[config.mk]
export PLATFORM = sky130hd
export DESIGN_NAME = hangman_engine
export DESIGN_NICKNAME = d
export VERILOG_FILES = /design/src/rtl/hangman_engine.sv
export SDC_FILE = /design/constraint.sdc
export NUM_CORES = 1
export LEC_CHECK = 0
export BUFFER_PORTS_ARGS = -buffer_cell sky130_fd_sc_hd__buf_4
export CORE_UTILIZATION = 50
export DETAILED_ROUTE_END_ITERATION = 8
export GPL_TIMING_DRIVEN = 0
export PLACE_DENSITY = 0.79
export SYNTH_ARGS = -nofsm -noshare
export SYNTH_HDL_FRONTEND = slang
export SYNTH_SLANG_ARGS = --single-unit
[constraint.sdc]
create_clock -name clk -period 2.4 [get_ports clk]
set_input_delay 0.36 -clock clk [delete_from_list [all_inputs] [get_ports clk]]
set_output_delay 0.36 -clock clk [all_outputs]
set_load 0.02 [all_outputs]
[src/rtl/hangman_engine.sv]
// rtl/hangman_engine.sv - hangman guess-evaluation engine
// Compares each fresh guess serially against the latched word, one position per cycle.
module hangman_engine #(
  parameter int WORD_LEN   = 5,
  parameter int MAX_MISSES = 6
) (
  input  logic                             clk,
  input  logic                             nRst,
  input  logic                             word_load,
  input  logic [8*WORD_LEN-1:0]            set_word,
  input  logic                             guess_valid,
  input  logic [7:0]                       guess,
  output logic                             guess_ready,
  output logic                             result_valid,
  output logic                             hit,
  output logic                             repeat_guess,
  output logic                             invalid,
  output logic [WORD_LEN-1:0]              match_mask,
  output logic [WORD_LEN-1:0]              revealed,
  output logic [$clog2(MAX_MISSES+1)-1:0]  miss_count,
  output logic                             game_over,
  output logic                             win
);

  localparam int MC_W  = $clog2(MAX_MISSES + 1);
  localparam int IDX_W = (WORD_LEN > 1) ? $clog2(WORD_LEN) : 1;
  localparam logic [MC_W-1:0]  MISS_MAX = MC_W'(MAX_MISSES);
  localparam logic [IDX_W-1:0] LAST_IDX = IDX_W'(WORD_LEN - 1);

  typedef enum logic [2:0] {
    S_IDLE,
    S_PLAY,
    S_CHECK,
    S_REPORT,
    S_DONE
  } state_t;

  state_t                state, state_nx;
  logic [8*WORD_LEN-1:0] word_q;
  logic [25:0]           history;
  logic [25:0]           letter_bit;
  logic [7:0]            guess_q;
  logic [IDX_W-1:0]      idx;
  logic [WORD_LEN-1:0]   load_revealed;
  logic [WORD_LEN-1:0]   final_mask;
  logic                  guess_alpha;
  logic                  guess_seen;
  logic                  pos_eq;
  logic                  last_pos;

  function automatic logic is_letter(input logic [7:0] c);
    return (c >= 8'h41) && (c <= 8'h5A);
  endfunction

  // Non-letters (padding spaces) are shown from the start of the round.
  always_comb begin
    load_revealed = '0;
    for (int i = 0; i < WORD_LEN; i++) begin
      load_revealed[i] = !is_letter(set_word[8*i +: 8]);
    end
  end

  always_comb begin
    letter_bit = '0;
    for (int k = 0; k < 26; k++) begin
      letter_bit[k] = (guess == 8'(8'h41 + k));
    end
  end

  assign guess_alpha = is_letter(guess);
  assign guess_seen  = |(history & letter_bit);
  assign pos_eq      = (word_q[8*idx +: 8] == guess_q);
  assign last_pos    = (idx == LAST_IDX);
  assign final_mask  = match_mask | (pos_eq ? (WORD_LEN'(1) << idx) : '0);

  always_ff @(posedge clk or negedge nRst) begin
    if (!nRst) begin
      state <= S_IDLE;
    end else begin
      state <= state_nx;
    end
  end

  always_comb begin
    state_nx = state;
    if (word_load) begin
      state_nx = (&load_revealed) ? S_DONE : S_PLAY;
    end else begin
      case (state)
        S_PLAY: begin
          if (guess_valid) begin
            state_nx = (!guess_alpha || guess_seen) ? S_REPORT : S_CHECK;
          end
        end
        S_CHECK: begin
          if (last_pos) begin
            state_nx = S_REPORT;
          end
        end
        S_REPORT: begin
          if ((&revealed) || (miss_count == MISS_MAX)) begin
            state_nx = S_DONE;
          end else begin
            state_nx = S_PLAY;
          end
        end
        default: state_nx = state;
      endcase
    end
  end

  always_comb begin
    guess_ready  = (state == S_PLAY);
    result_valid = (state == S_REPORT);
    game_over    = (state == S_DONE);
  end

  // Result fields land on the last CHECK cycle so they are valid alongside result_valid.
  always_ff @(posedge clk or negedge nRst) begin
    if (!nRst) begin
      word_q       <= '0;
      history      <= '0;
      guess_q      <= '0;
      idx          <= '0;
      match_mask   <= '0;
      revealed     <= '0;
      miss_count   <= '0;
      hit          <= 1'b0;
      repeat_guess <= 1'b0;
      invalid      <= 1'b0;
      win          <= 1'b0;
    end else if (word_load) begin
      word_q       <= set_word;
      history      <= '0;
      idx          <= '0;
      match_mask   <= '0;
      revealed     <= load_revealed;
      miss_count   <= '0;
      hit          <= 1'b0;
      repeat_guess <= 1'b0;
      invalid      <= 1'b0;
      win          <= &load_revealed;
    end else begin
      case (state)
        S_PLAY: begin
          if (guess_valid) begin
            guess_q      <= guess;
            idx          <= '0;
            match_mask   <= '0;
            hit          <= 1'b0;
            repeat_guess <= 1'b0;
            invalid      <= 1'b0;
            if (!guess_alpha) begin
              invalid <= 1'b1;
            end else if (guess_seen) begin
              repeat_guess <= 1'b1;
            end else begin
              history <= history | letter_bit;
            end
          end
        end
        S_CHECK: begin
          match_mask <= final_mask;
          idx        <= idx + 1'b1;
          if (last_pos) begin
            revealed <= revealed | final_mask;
            if (final_mask == '0) begin
              if (miss_count != MISS_MAX) begin
                miss_count <= miss_count + 1'b1;
              end
            end else begin
              hit <= 1'b1;
            end
          end
        end
        S_REPORT: begin
          if (&revealed) begin
            win <= 1'b1;
          end
        end
        default: begin
        end
      endcase
    end
  end

endmodule
==> reports/summary.txt <==
Synth Area in Compound Gates = 0.1669
Startpoint Class = flop
Synth async-reset ratio = 1.000
max-cap check violation count = 0
Nets = 654
Synth top cells by count = dfrtp_1, mux2_2, nor2_1
dpl hpwl = 10,440 µm
Post-Synth XOR/XNOR Area = 0.001646
clk root buf = clkbuf_8
via count = 4,563
Syn Inst Count = 505
total global-route track usage = 0.2665
post-synthesis mux area share = 0.1547
critical path class = reg -> reg
# rows = 37
top-count cell post-synth = dfrtp_1
Area after DPL = 6010 µm²
Die Footprint = 11,060 µm²
Critical Path End Type = flop
synth-to-layout area growth = 19.82%
Synth warnings = 0
Initial Util = 0.5155
Die X = 105.2 µm
RSZ-0062 raised after global routing = true
failing checks = negative setup slack
final worst slack = -0.05534 ns
Setup crit end = miss_count[1]
Post-Syn Area = 5321 µm²
Final TNS setup = -0.1553 ns
Slew Limit Headroom = 0.1881
die height = 105.2 µm
Worst Hold Class = in -> async
Worst EP required = 2.68 ns
Synth area leader = dfrtp_1
share of layout cells above drive strength 1 = 0.3300
Setup violations, final = 3
Remaining DRCs = 0
Worst path depth = 10
largest family of logic cells by synthesized area = compound AO/OA/AOI/OAI gates
GPL Wtd Cong = 0.9483
delay-heaviest family, CP = simple AND/OR/NAND/NOR gates
Seq/Total Area, Yosys = 0.4561
Max Buffers Root-to-Sink = 2
FMAX = 0.4073 GHz
Syn Area/Cell = 10.54 µm²
met2 routed WL = 6819 µm
minimum clock period = 2.455 ns
Max Slew Vio Count = 0
Cell Pwr Density = 629.7 nW/µm²
Routed WL = 14,190 µm
vias in the first global route = 4,447
Final Skew = 0.01206 ns
worst reg2reg path depth = 10
final instance area = 6376 µm²
Yosys reg bits = 97
Critical path buffers and inverters = 3
Crit Path Max Fanout = 5
H-tree depth = 3
hold buffers post-CTS = 0
vias per inst = 6.200
Worst R2R End = miss_count[1]
Reg clk slew, reported paths = 0.11 ns
Synth area leaders = dfrtp_1, mux2_2, a21oi_1, nor2_1, a31oi_1
I/O pins = 72
Worst-Skew Late Latency = 0.39 ns
met3 routed WL = 923 µm
largest net degree at the start of global routing = 98
CTS Sinks = 97
Cell variety after synth = 65
post-synthesis adder-cell area fraction = 0.01646
Post-synth EDFFs = 0
Final ANT Viol Nets = 0
DRT met1 WL = 6115 µm
critical path arrival = 2.73 ns
DRT Pass-1 Iters = 5
simple-gate share of the synthesized area = 0.1615
Ant. Diodes = 0
TritonCTS clock tree = built
Iteration-0 DRC Markers = 328
measured slew at the worst slew-check pin = 1.218 ns
Crit path largest cell delay = 0.42 ns
antenna violations before repair = 0
highest routed layer = met4
Slowest-stage cell, CP = dfrtp_1
Reg-to-Reg Start = idx[0]
CP cell instances = buf_6 -> buf_6 -> mux2i_2 -> a221o_1 -> nand3_1 -> nand4_1 -> nor4_4 -> buf_4 -> a21oi_4 -> mux2_4
Overall Power = 0.004015 W
final core utilization = 0.6176
Crit path top cell by count = buf_6
Port Buffer Count = 69
Hold Vio Cnt, Final = 0
crit path from = idx[0]
peak supply drop = 0.0003105 V
leak pwr = 2.721 nW
first-pass GRT wire length = 22,710 µm
syn_nets = 564
Post-synth top flop = dfrtp_1
gr ovfl total = 0
Yosys top cell area share = 0.4561
wire length per cell = 19.28 µm
outcome = finished, violations left
final period utilization = 1.023
R2R setup slack = -0.06 ns
CTS Buf Count = 9
CORE AREA = 10,320 µm²
==> placed cells by master (no fill, tap or decap), drive strengths merged, types with 6 or more instances in the layout <==
master	instances
a21oi	40
a22o	8
a31oi	19
a32o	7
and3	7
and3b	6
buf	98
clkbuf	25
dfrtp	97
ha	7
inv	14
mux2	62
mux2i	8
nand2	25
nand2b	8
nand4	6
nor2	48
nor2b	6
nor3	9
nor3b	6
o21ai	10
o221ai	10
o22ai	6
o31ai	6
==> cell families (layout without fill, tap and decap cells) <==
| family | count (synthesis) | in the layout |
|---|---|---|
| AOI/OAI and AO/OA | 128 | 128 |
| adders and majority gates | 7 | 7 |
| muxes | 72 | 72 |
| DFF | 97 | 97 |
| xor gates and xnor gates | 1 | 1 |
| buffers and inverters | 46 | 141 |
| and+or+nand+nor | 154 | 154 |
==> state kept, by name (all words and copies together) (netlist names) <==
name          count
guess_q           8
history          26
hit               1
idx               3
invalid           1
match_mask        5
miss_count        3
repeat_guess      1
revealed          5
state             3
win               1
word_q           40
==> timing repair <==
action / 4_1_cts / 5_1_grt
pin swaps: 8 / 3
gates resized for setup: 15 / 12
cloned: 0 / 0
endpoints found under the setup margin: 11 / 36
setup buffers: 7 / 3
==> layer usage <==
metal	vias to the layer above	GRT usage
li1	2069	-
met1	2271	0.3679
met5	-	0
met2	201	0.4248
met3	22	0.03244
met4	0	0.1127
==> per-stage QoR <==
| step | hold WS [ns] | std cells | setup WS (ns) |
|---|---|---|---|
| floorplan | 0.06441 | 505 | 0.08139 |
| global placement | 0.4711 | 710 | -0.3707 |
| detailed placement | 0.4814 | 710 | -0.3673 |
| CTS | 0.1986 | 733 | -0.06132 |
| global route | 0.2066 | 736 | -0.1237 |
| finish | 0.1931 | 736 | -0.05534 |
==> worst register-to-register path, stage by stage, from the launching register on <==
cell,delay (ns)
dfrtp_1,0.42
buf_6,0.15
buf_6,0.13
mux2i_2,0.15
a221o_1,0.32
nand3_1,0.09
nand4_1,0.19
nor4_4,0.34
buf_4,0.19
a21oi_4,0.06
mux2_4,0.32
==> where the power goes <==
| group | total [W] | switching [W] | internal, W |
|---|---|---|---|
| registers | 0.00194 | 0.000146 | 0.00180 |
| logic | 0.00103 | 0.000539 | 0.000494 |
| clock network | 0.00104 | 0.000642 | 0.000396 |
| total | 0.00402 | 0.00133 | 0.00269 |
==> how the worst min path moves through the flow <==
stage	start	end	slack [ns]	cells after the start
floorplan	nRst	guess_q[0]	0.06	0
global placement	history[13]	history[13]	0.47	1
detailed placement	history[25]	history[25]	0.48	2
CTS	set_word[38]	word_q[38]	0.20	2
global route	set_word[38]	word_q[38]	0.21	2
finish	nRst	history[23]	0.19	1
==> layout make-up <==
type / count / area [µm²]
tap: 136 / 170.2
inverter: 11 / 41.29
timing repair buffer: 79 / 596.8
buffer: 35 / 193.9
fill: 845 / 3948
multi-input combinational: 362 / 2758
clock buffer: 9 / 123.9
sequential: 97 / 2430
clock inverter: 7 / 62.56
Power figures use the tool's default switching activity.
